==> src/rtl/fp_mul4_seq.sv <==
// rtl/fp_mul4_seq.sv - a*b*c*d over one shared fp32 multiplier in three steps.
// Optional FP_SEQ_EARLY_ABORT_EN: finish early when a step raises mul_exception.
module fp_mul4_seq #(
  parameter int MUL_LAT = 0
) (
  input  logic        clk,
  input  logic        rst_n,
  input  logic        in_valid,
  output logic        in_ready,
  input  logic [31:0] a_operand,
  input  logic [31:0] b_operand,
  input  logic [31:0] c_operand,
  input  logic [31:0] d_operand,
  output logic        out_valid,
  input  logic        out_ready,
  output logic [31:0] result,
  output logic        Exception,
  output logic        Overflow,
  output logic        Underflow,
  output logic        busy,
  output logic [31:0] mul_a,
  output logic [31:0] mul_b,
  input  logic [31:0] mul_result,
  input  logic        mul_exception,
  input  logic        mul_overflow,
  input  logic        mul_underflow
);

  typedef enum logic [2:0] {IDLE, STEP1, STEP2, STEP3, DONE} state_t;

  localparam logic [2:0] LAT = 3'(MUL_LAT);

  state_t      state_q, state_d;
  logic [31:0] acc_q, acc_d;
  logic [31:0] b_q, b_d, c_q, c_d, d_q, d_d;
  logic [31:0] result_q, result_d;
  logic [31:0] mul_a_q, mul_a_d, mul_b_q, mul_b_d;
  logic [2:0]  cnt_q, cnt_d;
  logic        exc_q, exc_d, ovf_q, ovf_d, unf_q, unf_d;
  logic        in_ready_q, in_ready_d;
  logic        out_valid_q, out_valid_d;
  logic        busy_q, busy_d;
  logic        abort;

  always_comb begin
    state_d     = state_q;
    acc_d       = acc_q;
    b_d         = b_q;
    c_d         = c_q;
    d_d         = d_q;
    result_d    = result_q;
    mul_a_d     = mul_a_q;
    mul_b_d     = mul_b_q;
    cnt_d       = cnt_q;
    exc_d       = exc_q;
    ovf_d       = ovf_q;
    unf_d       = unf_q;
    in_ready_d  = in_ready_q;
    out_valid_d = out_valid_q;
    busy_d      = busy_q;
`ifdef FP_SEQ_EARLY_ABORT_EN
    abort = mul_exception;
`else
    abort = 1'b0;
`endif

    case (state_q)
      IDLE: begin
        if (in_valid && in_ready_q) begin
          state_d    = STEP1;
          acc_d      = a_operand;
          b_d        = b_operand;
          c_d        = c_operand;
          d_d        = d_operand;
          cnt_d      = '0;
          exc_d      = 1'b0;
          ovf_d      = 1'b0;
          unf_d      = 1'b0;
          in_ready_d = 1'b0;
          busy_d     = 1'b1;
          // Operands go straight out so the first step sees them on its first cycle.
          mul_a_d    = a_operand;
          mul_b_d    = b_operand;
        end
      end

      STEP1, STEP2, STEP3: begin
        if (cnt_q != LAT) begin
          cnt_d = cnt_q + 3'd1;
        end else begin
          cnt_d = '0;
          acc_d = mul_result;
          exc_d = exc_q | mul_exception;
          ovf_d = ovf_q | mul_overflow;
          unf_d = unf_q | mul_underflow;
          if (state_q == STEP3 || abort) begin
            state_d     = DONE;
            result_d    = mul_result;
            out_valid_d = 1'b1;
            mul_a_d     = '0;
            mul_b_d     = '0;
          end else begin
            state_d = (state_q == STEP1) ? STEP2 : STEP3;
            mul_a_d = mul_result;
            mul_b_d = (state_q == STEP1) ? c_q : d_q;
          end
        end
      end

      DONE: begin
        if (out_ready) begin
          state_d     = IDLE;
          out_valid_d = 1'b0;
          busy_d      = 1'b0;
          in_ready_d  = 1'b1;
        end
      end

      default: begin
        state_d     = IDLE;
        out_valid_d = 1'b0;
        busy_d      = 1'b0;
        in_ready_d  = 1'b1;
        mul_a_d     = '0;
        mul_b_d     = '0;
      end
    endcase
  end

  always_ff @(posedge clk or negedge rst_n) begin
    if (!rst_n) begin
      state_q     <= IDLE;
      acc_q       <= '0;
      b_q         <= '0;
      c_q         <= '0;
      d_q         <= '0;
      result_q    <= '0;
      mul_a_q     <= '0;
      mul_b_q     <= '0;
      cnt_q       <= '0;
      exc_q       <= 1'b0;
      ovf_q       <= 1'b0;
      unf_q       <= 1'b0;
      in_ready_q  <= 1'b1;
      out_valid_q <= 1'b0;
      busy_q      <= 1'b0;
    end else begin
      state_q     <= state_d;
      acc_q       <= acc_d;
      b_q         <= b_d;
      c_q         <= c_d;
      d_q         <= d_d;
      result_q    <= result_d;
      mul_a_q     <= mul_a_d;
      mul_b_q     <= mul_b_d;
      cnt_q       <= cnt_d;
      exc_q       <= exc_d;
      ovf_q       <= ovf_d;
      unf_q       <= unf_d;
      in_ready_q  <= in_ready_d;
      out_valid_q <= out_valid_d;
      busy_q      <= busy_d;
    end
  end

  assign in_ready  = in_ready_q;
  assign out_valid = out_valid_q;
  assign busy      = busy_q;
  assign result    = result_q;
  assign Exception = exc_q;
  assign Overflow  = ovf_q;
  assign Underflow = unf_q;
  assign mul_a     = mul_a_q;
  assign mul_b     = mul_b_q;

endmodule
==> config.mk <==
export PLATFORM = sky130hd
export DESIGN_NAME = fp_mul4_seq
export DESIGN_NICKNAME = d
export VERILOG_FILES = /design/src/rtl/fp_mul4_seq.sv
export SDC_FILE = /design/constraint.sdc
export NUM_CORES = 1
export LEC_CHECK = 0
export CORE_ASPECT_RATIO = 0.6
export CORE_MARGIN = 8
export CORE_UTILIZATION = 46
export CTS_CLUSTER_DIAMETER = 100
export DETAILED_ROUTE_END_ITERATION = 12
export GPL_ROUTABILITY_DRIVEN = 1
export PLACE_DENSITY_LB_ADDON = 0.12
export SETUP_SLACK_MARGIN = 0.5
export SLEW_MARGIN = 25
export SYNTH_ARGS = -nofsm -noshare
export SYNTH_HDL_FRONTEND = slang
export SYNTH_SLANG_ARGS = --single-unit
==> constraint.sdc <==
create_clock -name clk -period 2.4 [get_ports clk]
set_input_delay 0.36 -clock clk [delete_from_list [all_inputs] [get_ports clk]]
set_output_delay 0.36 -clock clk [all_outputs]
set_load 0.05 [all_outputs]
After elaboration in Yosys (flattened, before gate mapping)
Index checks and enable logic that the tools add are counted.
{ "classes": {"addsub": 1, "n_mul": 0, "div_mod_pow": 0, "order_cmp": 0, "eq_ne": 8, "shifts": 0, "mux": 33, "bitwise_logic": 7, "n_reduce_logical": 13} }
{ "op_table": {"columns": ["op", "count"], "rows": [
  ["2-to-1 mux 32 bit", 7],
  ["case mux 32 bit (3 select lines)", 2],
  ["2-to-1 mux 3 bit", 6],
  ["AND reduction 3 bit", 5],
  ["2-to-1 mux 1 bit", 10],
  ["case mux 1 bit (3 select lines)", 3],
  ["case mux 3 bit (3 select lines)", 1],
  ["inequality test 2 bit (second input constant)", 4],
  ["== test 3 x 2 -> 1 bit (second input constant)", 2],
  ["case mux 1 bit (2 select lines)", 3],
  ["case mux 3 bit (2 select lines)", 1],
  ["NOT 1 bit", 4],
  ["AND reduction 2 bit", 2],
  ["AND reduction 4 bit", 1],
  ["adder 3 x 1 -> 3 bit (second input constant)", 1],
  ["== test 3 x 1 -> 1 bit (second input constant)", 1],
  ["== test 3 bit (second input constant)", 1],
  ["zero test 3 bit", 1],
  ["bitwise OR 1 bit", 3],
  ["nonzero test 3 bit", 1],
  ["OR reduction 3 bit", 1],
  ["nonzero test 2 bit", 1],
  ["logical AND 1 bit", 1]
]} }
{ "word_totals": {"register_bits": 172, "latchBits": 0, "ramBits": 0, "romBits": 0, "inputBits": 167, "elab_cells": 75, "mem_count": 0} }

Depth between registers and ports, before layout
Gate-level depths: netlist of the first run.
{ "depth": {"word_depth": 5, "depth_mapped": 6} }

Worst setup path before layout of the first run
No wires, ideal clock.
{ "synth_timing": {"path_type": "register to register", "from": "register cnt_q[0]", "to": "register result_q[10], in the netlist result[10]", "arrival_time_ps": 1653, "setup_slack_ps": 622, "stages_incl_launch_ff": 7, "path_buffers": 1, "period_less_slack_ps": 1778, "path_cell_list": "dfrtp_1 > inv_1 > ha_1 > nand3b_1 > nor3b_2 > buf_4 > mux2_2"} }
{ "synth_between": {"elab_chain_len": 3} }
{ "synth_lines": {"columns": ["element", "line", "text"], "rows": [
  ["from (decl)", "38", "logic [2:0] cnt_q, cnt_d;"],
  ["from (signal assigned)", "156", "cnt_q <= cnt_d;"],
  ["nonzero test 3 bit", "88", "if (cnt_q != LAT) begin"],
  ["NOT 1 bit (no line)", null, null],
  ["AND reduction 3 bit (no line)", null, null],
  ["to (signal assigned)", "153", "result_q <= result_d;"],
  ["to (decl)", "36", "logic [31:0] result_q, result_d;"]
]} }
Every way passes these cells.
A chain may end at the register's enable or synchronous reset.

Worst setup path after layout of the first run
{ "layout_timing": {"from": "register cnt_q[0]", "to": "register result_q[12], in the netlist result[12]"} }
The elaborated chain is that of the path after synthesis.

==> results of run 1 <==
through the flow:
stage / area (µm²) / worst slack [ns] / hold WS [ns]
floorplan: 7730 / 0.622 / 0.0644
global placement: 10700 / 0.183 / 0.338
detailed placement: 10700 / 0.117 / 0.353
CTS: 11200 / 0.423 / 0.469
global route: 11300 / 0.447 / 0.508
finish: 11300 / 0.568 / 0.475
cell usage in the layout, fill, tap and decap left out, types with 2 or more instances in the layout:
| master | synthesis | layout |
|---|---|---|
| dfrtp_1 | 171 | 169 |
| mux2_2 | 88 | 88 |
| clkdlybuf4s50_1 | 0 | 165 |
| clkinv_4 | 0 | 2 |
| dlygate4sd2_1 | 0 | 101 |
| o2bb2ai_1 | 65 | 65 |
| buf_6 | 7 | 5 |
| a22o_1 | 67 | 67 |
| mux2i_1 | 64 | 64 |
| inv_8 | 0 | 4 |
| inv_2 | 0 | 2 |
| clkbuf_16 | 0 | 18 |
| mux2_1 | 8 | 8 |
| buf_12 | 0 | 6 |
| buf_4 | 5 | 14 |
| nor2_1 | 6 | 5 |
| nor2b_4 | 0 | 2 |
| inv_6 | 0 | 5 |
| a21oi_1 | 3 | 3 |
| inv_1 | 4 | 2 |
| o21ai_0 | 2 | 2 |
flip-flops by register name, summed over array words and instances, names as in the netlist:
signal and cells:
Exception 1, Overflow 1, Underflow 1, busy 1, c_q 32, cnt_q 3, d_q 32, in_ready 1
mul_a 32, mul_b 32, out_valid 1, result 32, state_q 3
logic make-up (layout without fill, tap and decap cells):
logic type | Yosys count | count (layout) | synth area share [%]
XOR/XNOR | 1 | 1 | 0.113
AND/OR/NAND/NOR | 17 | 17 | 1.29
AO/OA/AOI/OAI | 149 | 150 | 16.8
adder cells (fa/ha/maj) | 2 | 2 | 0.323
other | 0 | 1 | 0
multiplexers | 160 | 160 | 22.3
buffers and inverters | 50 | 332 | 3.59
flip-flops | 172 | 172 | 55.7
layout make-up:
| type | instances | area (µm²) | area share [%] |
|---|---|---|---|
| multi-input cells | 330 | 3210 | 28.4 |
| clock inverters | 14 | 149 | 1.32 |
| inverters | 4 | 15.0 | 0.133 |
| well taps | 228 | 285 | 2.52 |
| repair buffers | 296 | 2900 | 25.6 |
| flip-flops and latches | 172 | 4310 | 38.1 |
| clock buffers | 18 | 439 | 3.88 |
| diodes | 1 | 2.50 | 0.0221 |
layer usage:
layer	vias up	share of wire, %	GRT usage, %
li1	2665	-	-
met1	3005	45	29.6
met2	226	46	35.4
met3	21	7.2	6.37
met4	2	0.93	5.72
met5	-	0.033	0
critical path, cell delays in order, from the launching register on:
cell	delay (ns)
dfrtp_1	0.41
inv_2	0.09
ha_4	0.15
nand3b_1	0.15
nor3b_4	0.26
buf_6	0.14
buf_12	0.15
mux2_2	0.36
final timing paths:
kind / from / end / slack [ns] / cells past startpoint
min in group clk: result[5] / result[5] / 0.48 / 1
hold / removal: rst_n / d_q[23] / 0.47 / 2
hold reg to reg: result[5] / result[5] / 0.48 / 1
setup reg to reg: cnt_q[0] / result[12] / 0.57 / 7
max in group asynchronous: rst_n / mul_a[16] / 1.14 / 3
setup / recovery: cnt_q[0] / result[12] / 0.57 / 7
timing repair:
item | 4_1_cts | 5_1_grt
hold endpoints to repair | 48 | 0
endpoints found under the setup margin | 173 | 153
hold buffers | 1 | 0
setup buffers | 2 | 4
gates cloned | 2 | 1
resized for setup | 113 | 10
pin swaps | 3 | 3
power breakdown:
part | total (mW) | switching (mW) | internal (mW)
sequential | 2.90 | 0 | 2.90
clock | 2.76 | 1.25 | 1.51
combinational | 0.443 | 0.158 | 0.285
total | 6.10 | 1.41 | 4.69
==> run metrics, run 1 <==
Detail Route Antenna Nets=0; initial drt markers=483; Yosys Warn Count=0; EDFF count, synth=0; layout cells sized above 1=19.8%; Synth top cells by count=dfrtp_1, mux2_2, a22o_1, o2bb2ai_1, mux2i_1; clock buffer depth=2; Final GP Congestion=0.833; Power Dens Cells=539 nW/µm²; Via Count=5919; largest net degree at the start of global routing=69; Worst Path Max Fanout=16; async set-or-reset flop fraction in the synthesized netlist=100%; status=finished, final reports clean; min-delay worst type=in -> async; router iterations before antenna repair=4; die height=116 µm; full die area=21400 µm²; arrival time at the worst endpoint=2.14 ns; FF+latch count, synth=172; drt drc=0; htree depth=4; syn_nets=720; Routed Wire Length=24100 µm; CP Class=reg -> reg; DP Wirelength=16900 µm; Root Buffer=clkbuf_16; Sink Count=172; final std cells w/o fill=1063; Fill cells=1238; All-Layer GR Usage=22.2%; # rows=36; die width=183 µm; worst vdd ir=0.000440 V; Worst slew margin=52.2%; Top Ports=269; Mapped Avg Cell Area=14.0 µm²; drt wl/cell=22.7 µm; Synth area leader=dfrtp_1; Critical Path Source Type=register; kind of end point of the critical path=register; first-pass GRT wire length=37300 µm; CORE AREA=16400 µm²; top cell type's share of synthesized area=55.3%; Port Buffers=268; Most used DFF post-synth=dfrtp_1; most common cell in the netlist=dfrtp_1; final setup fails=0; Vias/cell=5.57; number of library cell types mapped by synthesis=39; Synth Instances=551; placed cell count=1020; antenna violations before repair=1; min Tclk post-route=1.83 ns; gr ovfl total=0; WP data required=2.70 ns; clock slew at reported path FFs=0.07 ns; Clock Latency Late Sink=0.42 ns; Slew Viols, Final=0; clk_skew=0.0152 ns; CTS buffer count=17; P&R area growth vs syn=46.3%; register area share after synthesis=55.7%; Initial Util=47.3%; Worst-Margin Slew=0.717 ns; Max Freq=0.546 GHz; RSZ-0062 raised after global routing=yes; Synth area leaders=dfrtp_1, mux2_2, mux2i_1; vias in the first global route=6480; final hold vios=0; Final nets=990; Static Leak=5.48 nW; Synth Cell Area=7730 µm²; Setup TNS Final=0 ns; Core Util, Final=69.2%; crit share post-route=76.3%; total power=6.10 mW; Max Cap Violations=0; CTS tree=yes
No activity file was read; power rests on OpenSTA's default activity.
==> inputs of run 2 (changes only) <==
- CORE_UTILIZATION: 46 -> 41
- clock period: 2.4 -> 1.5 ns (I/O delays scaled with it)
==> run 2 against run 1 <==
The run now ends with negative setup slack left. Maximum frequency shrank 0.97%. Clock-buffer cell count grew 2. Sequential share of layout area shrank 6.1 points. Critical endpoint is now result[23]. Largest cell class is now non-clock buffers. Clock power grew 60%. Via count grew 8.4%. Cell area grew 19%. Die area grew 11%.
==> run metrics, run 2 (synthesis results as in run 1) <==
status=complete, but fails checks (was finished, final reports clean); failing checks=negative setup slack; Worst Setup Slack, final=-0.350 ns (was 0.568 ns); worst vdd ir=0.000695 V (was 0.000440 V); Slew Viols, Final=0 (unchanged); Reg area=4320 µm² (was 4310 µm²); CORE AREA=18700 µm² (was 16400 µm²); gr ovfl total=0 (unchanged); most frequent cells in the layout=dfrtp_1, clkdlybuf4s50_1, buf_6 (was dfrtp_1, clkdlybuf4s50_1, dlygate4sd2_1); largest net degree at the start of global routing=44 (was 69); clock buffer depth=2 (unchanged); Worst Path Max Fanout=6 (was 16); # rows=39 (was 36); WP data required=1.80 ns (was 2.70 ns); CTS buffer count=17 (unchanged); crit path launch=cnt_q[1] (was cnt_q[0]); CP Class=reg -> reg (unchanged); drt drc=0 (unchanged); antenna violations before repair=1 (unchanged); Routed Wire Length=27600 µm (was 24100 µm); number of diodes=0 (was 1); clock slew at reported path FFs=0.07 ns (about the same); Static Leak=6.25 nW (was 5.48 nW); clk_skew=0.00952 ns (was 0.0152 ns); drt wl/cell=22.8 µm (was 22.7 µm); crit share post-route=123% (was 76.3%); most common cell after layout, fill and taps aside=dfrtp_1 (unchanged); Port Buffers=268 (unchanged); total power=9.76 mW (was 6.10 mW); Final GP Congestion=0.791 (was 0.833); Critical Path Source Type=register (unchanged); vias in the first global route=6860 (was 6480); Max Freq=0.541 GHz (was 0.546 GHz); CTS tree=yes (unchanged); Clock Latency Late Sink=0.42 ns (about the same); Reg2Reg Setup Slack=-0.35 ns (was 0.57 ns); DP Wirelength=17000 µm (was 16900 µm); Power Dens Cells=725 nW/µm² (was 539 nW/µm²); Fill cells=1232 (was 1238); Worst Setup EP=result[23] (was result[12]); Worst slew margin=72.7% (was 52.2%); Setup TNS Final=-32.81 ns (was 0 ns); Top Ports=269 (unchanged); Reg2Reg Depth=8 (was 7); Vias/cell=5.31 (was 5.57); r2r startpoint=cnt_q[1] (was cnt_q[0]); die width=193 µm (was 183 µm); min-delay worst type=in -> async (unchanged); Worst-Margin Slew=0.410 ns (was 0.717 ns); Final nets=1119 (was 990); full die area=23700 µm² (was 21400 µm²); Detail Route Antenna Nets=0 (unchanged); initial drt markers=360 (was 483); RSZ-0062 raised after global routing=yes (unchanged); reg2reg end=result[23] (was result[12]); layout cells sized above 1=42.9% (was 19.8%); kind of end point of the critical path=register (unchanged); Via Count=6418 (was 5919); arrival time at the worst endpoint=2.15 ns (was 2.14 ns); Sink Count=172 (unchanged); final setup fails=168 (was 0); min Tclk post-route=1.85 ns (was 1.83 ns); Max Cap Violations=0 (unchanged); Multi-input gate area=3390 µm² (was 3210 µm²); first-pass GRT wire length=40400 µm (was 37300 µm); htree depth=4 (unchanged); die height=122 µm (was 116 µm); fin area=13500 µm² (was 11300 µm²); final hold vios=0 (unchanged); P&R area growth vs syn=74.1% (was 46.3%); Root Buffer=clkbuf_16 (unchanged); Initial Util=41.3% (was 47.3%); placed cell area=10900 µm² (was 10700 µm²); All-Layer GR Usage=21.6% (was 22.2%); router iterations before antenna repair=4 (unchanged)
==> run 2: cell count changes in the layout (fill, tap and decap cells not counted), moves of 7 or more <==
cell           delta
clkbuf_16         +7
buf_6           +100
buf_12           +28
dlygate4sd2_1   -101
buf_16           +11
buf_4            +82
mux2_2           -26
mux2_4           +34
mux2_1            -8
==> run 2: routing by layer <==
| metal | GRT usage (%) | vias to the layer above | share of wire, % |
|---|---|---|---|
| li1 | - | 2920 | - |
| met1 | 29.7 | 3251 | 46 |
| met2 | 34.7 | 221 | 47 |
| met3 | 5.18 | 24 | 6.0 |
| met4 | 4.69 | 2 | 0.97 |
| met5 | 0 | - | 0.036 |
==> run 2: how the worst min path moves through the flow <==
stage / slack, ns / startpoint / endpoint
after floorplan: -0.07 / rst_n / Exception
after global placement: 0.16 / rst_n / d_q[23]
after detailed placement: 0.17 / rst_n / d_q[23]
after CTS: 0.28 / rst_n / d_q[23]
after global routing: 0.30 / rst_n / d_q[23]
final: 0.28 / rst_n / d_q[23]
==> run 2: power by group <==
part / switching, mW / internal [mW]
registers: 0 / 4.64
logic: 0.258 / 0.465
clock network: 1.97 / 2.43
total: 2.23 / 7.53
==> run 2: what timing repair did <==
| item | 4_1_cts | 5_1_grt |
|---|---|---|
| gates cloned | 10 | 11 |
| setup buffers | 64 | 36 |
| endpoints found under the setup margin | 274 | 274 |
| pin swaps | 8 | 50 |
| hold buffers | 1 | 0 |
| hold endpoints to repair | 33 | 0 |
| gates resized for setup | 154 | 34 |
==> run 2: final cells by class <==
| class | instances | share of cell area [%] |
|---|---|---|
| Timing Repair Buffer | 426 | 36.0 |
| Sequential cell | 172 | 32.0 |
| Multi-Input combinational cell | 329 | 25.2 |
| Clock buffer | 20 | 3.39 |
| Tap cell | 246 | 2.29 |
| Clock inverter | 12 | 0.975 |
| Inverter | 4 | 0.130 |
==> run 2: worst max-delay path, stage by stage, from the launching register on <==
cell and delay, ns:
dfrtp_1 0.39, inv_2 0.08, ha_4 0.14, nand3b_1 0.15, nor3b_4 0.24, buf_4 0.15, buf_8 0.13, buf_16 0.14
mux2_4 0.30
==> run 2: metrics by stage <==
stage          hold WS [ns]  cells  util (%)  setup slack (ns)
6_report              0.280   1209      71.9            -0.350
5_1_grt               0.301   1209      71.9            -0.401
3_3_place_gp          0.162   1055      58.1            -0.282
4_1_cts               0.279   1162      68.4            -0.313
3_5_place_dp          0.173   1055      58.1            -0.321
2_1_floorplan       -0.0706    551         -            -0.244
==> inputs of run 3 (changes only) <==
- CORE_UTILIZATION: 41 -> 30
==> run 3 against run 2 <==
The flow still finishes with violations (negative setup slack). Final cell count increased by 7.8%. Global-route usage is 1.8 points lower. Clock skew is 0.00064 ns higher. Cell area rose by 7.9%. Routed wire length grew 17%. Sequential cell count did not move. Setup slack worse by 0.026 ns. Clock power up 8.8%. Hold slack improved by 0.021 ns. Utilization decreased by 15 points. Via count grew 3.1%. Critical endpoint is now result[25]. Largest cell class unchanged. Highest routed layer is now met4.
==> run metrics, run 3 (synthesis results as in run 1) <==
status=complete, but fails checks (unchanged); failing checks=negative setup slack (unchanged); vias in the first global route=7219 (was 6860); Worst Setup Slack, final=-0.376 ns (was -0.350 ns); total power=10.3 mW (was 9.76 mW); worst vdd ir=0.000655 V (was 0.000695 V); Power Dens Cells=705 nW/µm² (was 725 nW/µm²); placed cell area=11200 µm² (was 10900 µm²); first-pass GRT wire length=47100 µm (was 40400 µm); layout cells sized above 1=49.3% (was 42.9%); CTS buffer count=17 (unchanged); clk_skew=0.0102 ns (was 0.00952 ns); antenna violations before repair=1 (unchanged); die width=223 µm (was 193 µm); Detail Route Antenna Nets=0 (unchanged); min-delay worst type=in -> async (unchanged); Top Ports=269 (unchanged); Worst path max stage delay=0.40 ns (was 0.39 ns); die height=140 µm (was 122 µm); CP max stage cell=dfrtp_1 (unchanged); Max Freq=0.533 GHz (was 0.541 GHz); number of diodes=0 (unchanged); Worst slew margin=65.1% (was 72.7%); CTS tree=yes (unchanged); initial drt markers=388 (was 360); Setup TNS Final=-47.08 ns (was -32.81 ns); Routed Wire Length=32200 µm (was 27600 µm); htree depth=4 (unchanged); Max Cap Violations=0 (unchanged); Root Buffer=clkbuf_16 (unchanged); P&R area growth vs syn=87.9% (was 74.1%); CORE AREA=25300 µm² (was 18700 µm²); critical path cell sequence=inv_2, ha_4, nand3b_1, nor3b_4, buf_4, buf_8, buf_16, mux2_4 (unchanged); Port Buffers=268 (unchanged); final hold vios=0 (unchanged); post-place setup slack=-0.353 ns (was -0.321 ns); router iterations before antenna repair=4 (unchanged); most frequent cells in the layout=dfrtp_1, clkdlybuf4s50_1, buf_6 (unchanged); DP Wirelength=18900 µm (was 17000 µm); Final GP Congestion=0.772 (was 0.791); drt drc=0 (unchanged); WP data required=1.81 ns (was 1.80 ns); largest net degree at the start of global routing=40 (was 44); clock buffer depth=2 (unchanged); fin area=14500 µm² (was 13500 µm²); crit share post-route=125% (was 123%); Static Leak=6.61 nW (was 6.25 nW); Sink Count=172 (unchanged); Worst-Margin Slew=0.523 ns (was 0.410 ns); hold slack final=0.301 ns (was 0.280 ns); Critical Path Source Type=register (unchanged); full die area=31300 µm² (was 23700 µm²); final setup fails=169 (was 168); Worst Path Max Fanout=8 (was 6); Clock Latency Late Sink=0.43 ns (was 0.42 ns); Slew Viols, Final=0 (unchanged); Vias/cell=5.08 (was 5.31); min Tclk post-route=1.88 ns (was 1.85 ns); CP Class=reg -> reg (unchanged); Final nets=1130 (was 1119); Fill cells=2038 (was 1232); RSZ-0062 raised after global routing=yes (unchanged); Via Count=6620 (was 6418); All-Layer GR Usage=19.8% (was 21.6%); drt wl/cell=24.7 µm (was 22.8 µm); most common cell after layout, fill and taps aside=dfrtp_1 (unchanged); # rows=45 (was 39); arrival time at the worst endpoint=2.19 ns (was 2.15 ns); Initial Util=30.5% (was 41.3%); kind of end point of the critical path=register (unchanged); clock slew at reported path FFs=0.07 ns (about the same); gr ovfl total=0 (unchanged); crit path launch=cnt_q[1] (unchanged); r2r startpoint=cnt_q[1] (unchanged)
-- run 3: final timing paths --
path,end,slack [ns],depth (start not counted)
max in group asynchronous,c_q[1],0.61,3
worst min register to register,c_q[12],0.51,1
worst min-delay path,d_q[19],0.30,2
worst max-delay path,result[25],-0.38,8
worst max register to register,result[25],-0.38,8
min in group clk,Exception,0.40,2
-- run 3: area by class of cell --
type	count	area [µm²]	share of cell area (%)
Timing Repair Buffer	437	5260	36.2
Tap cell	329	412	2.83
Sequential cell	172	4320	29.7
Clock buffer	21	480	3.31
Clock inverter	11	154	1.06
Inverter	4	15.0	0.103
Multi-Input combinational cell	329	3900	26.8
-- run 3: metal layers --
metal | global-route usage (%) | share of wire [%] | vias up | wire length [µm]
li1 | - | - | 2950 | -
met1 | 28.0 | 46 | 3437 | 14900
met4 | 4.28 | 1.3 | 0 | 420
met5 | 0 | 0 | - | 0
met3 | 5.00 | 6.3 | 30 | 2040
met2 | 30.3 | 46 | 203 | 14900
-- run 3: timing repair --
action,in CTS,in global routing
buffers inserted,49,42
gates cloned,26,1
hold buffers,1,0
pin swaps,56,56
endpoints found under the hold margin,30,0
gates resized for setup,173,102
endpoints found under the setup margin,274,274
-- run 3: where the power goes --
| group | total, mW | switching, mW | internal [mW] |
|---|---|---|---|
| Combinational | 0.821 | 0.312 | 0.510 |
| Sequential | 4.64 | 0 | 4.64 |
| Clock | 4.80 | 1.97 | 2.83 |
| Total | 10.3 | 2.28 | 7.97 |
-- run 3: per-stage QoR --
step,utilization (%),cells
after global routing,57.4,1303
final,57.4,1303
after detailed placement,44.0,1152
after floorplan,-,551
after global placement,44.0,1152
after CTS,53.8,1260
-- run 3: critical path, delay by kind of cell (launching register included) --
kind,cells,cell delay (ns)
buf+inv,4,0.54
flops,1,0.40
simple gates,2,0.37
mux,1,0.31
fa+ha+maj,1,0.15
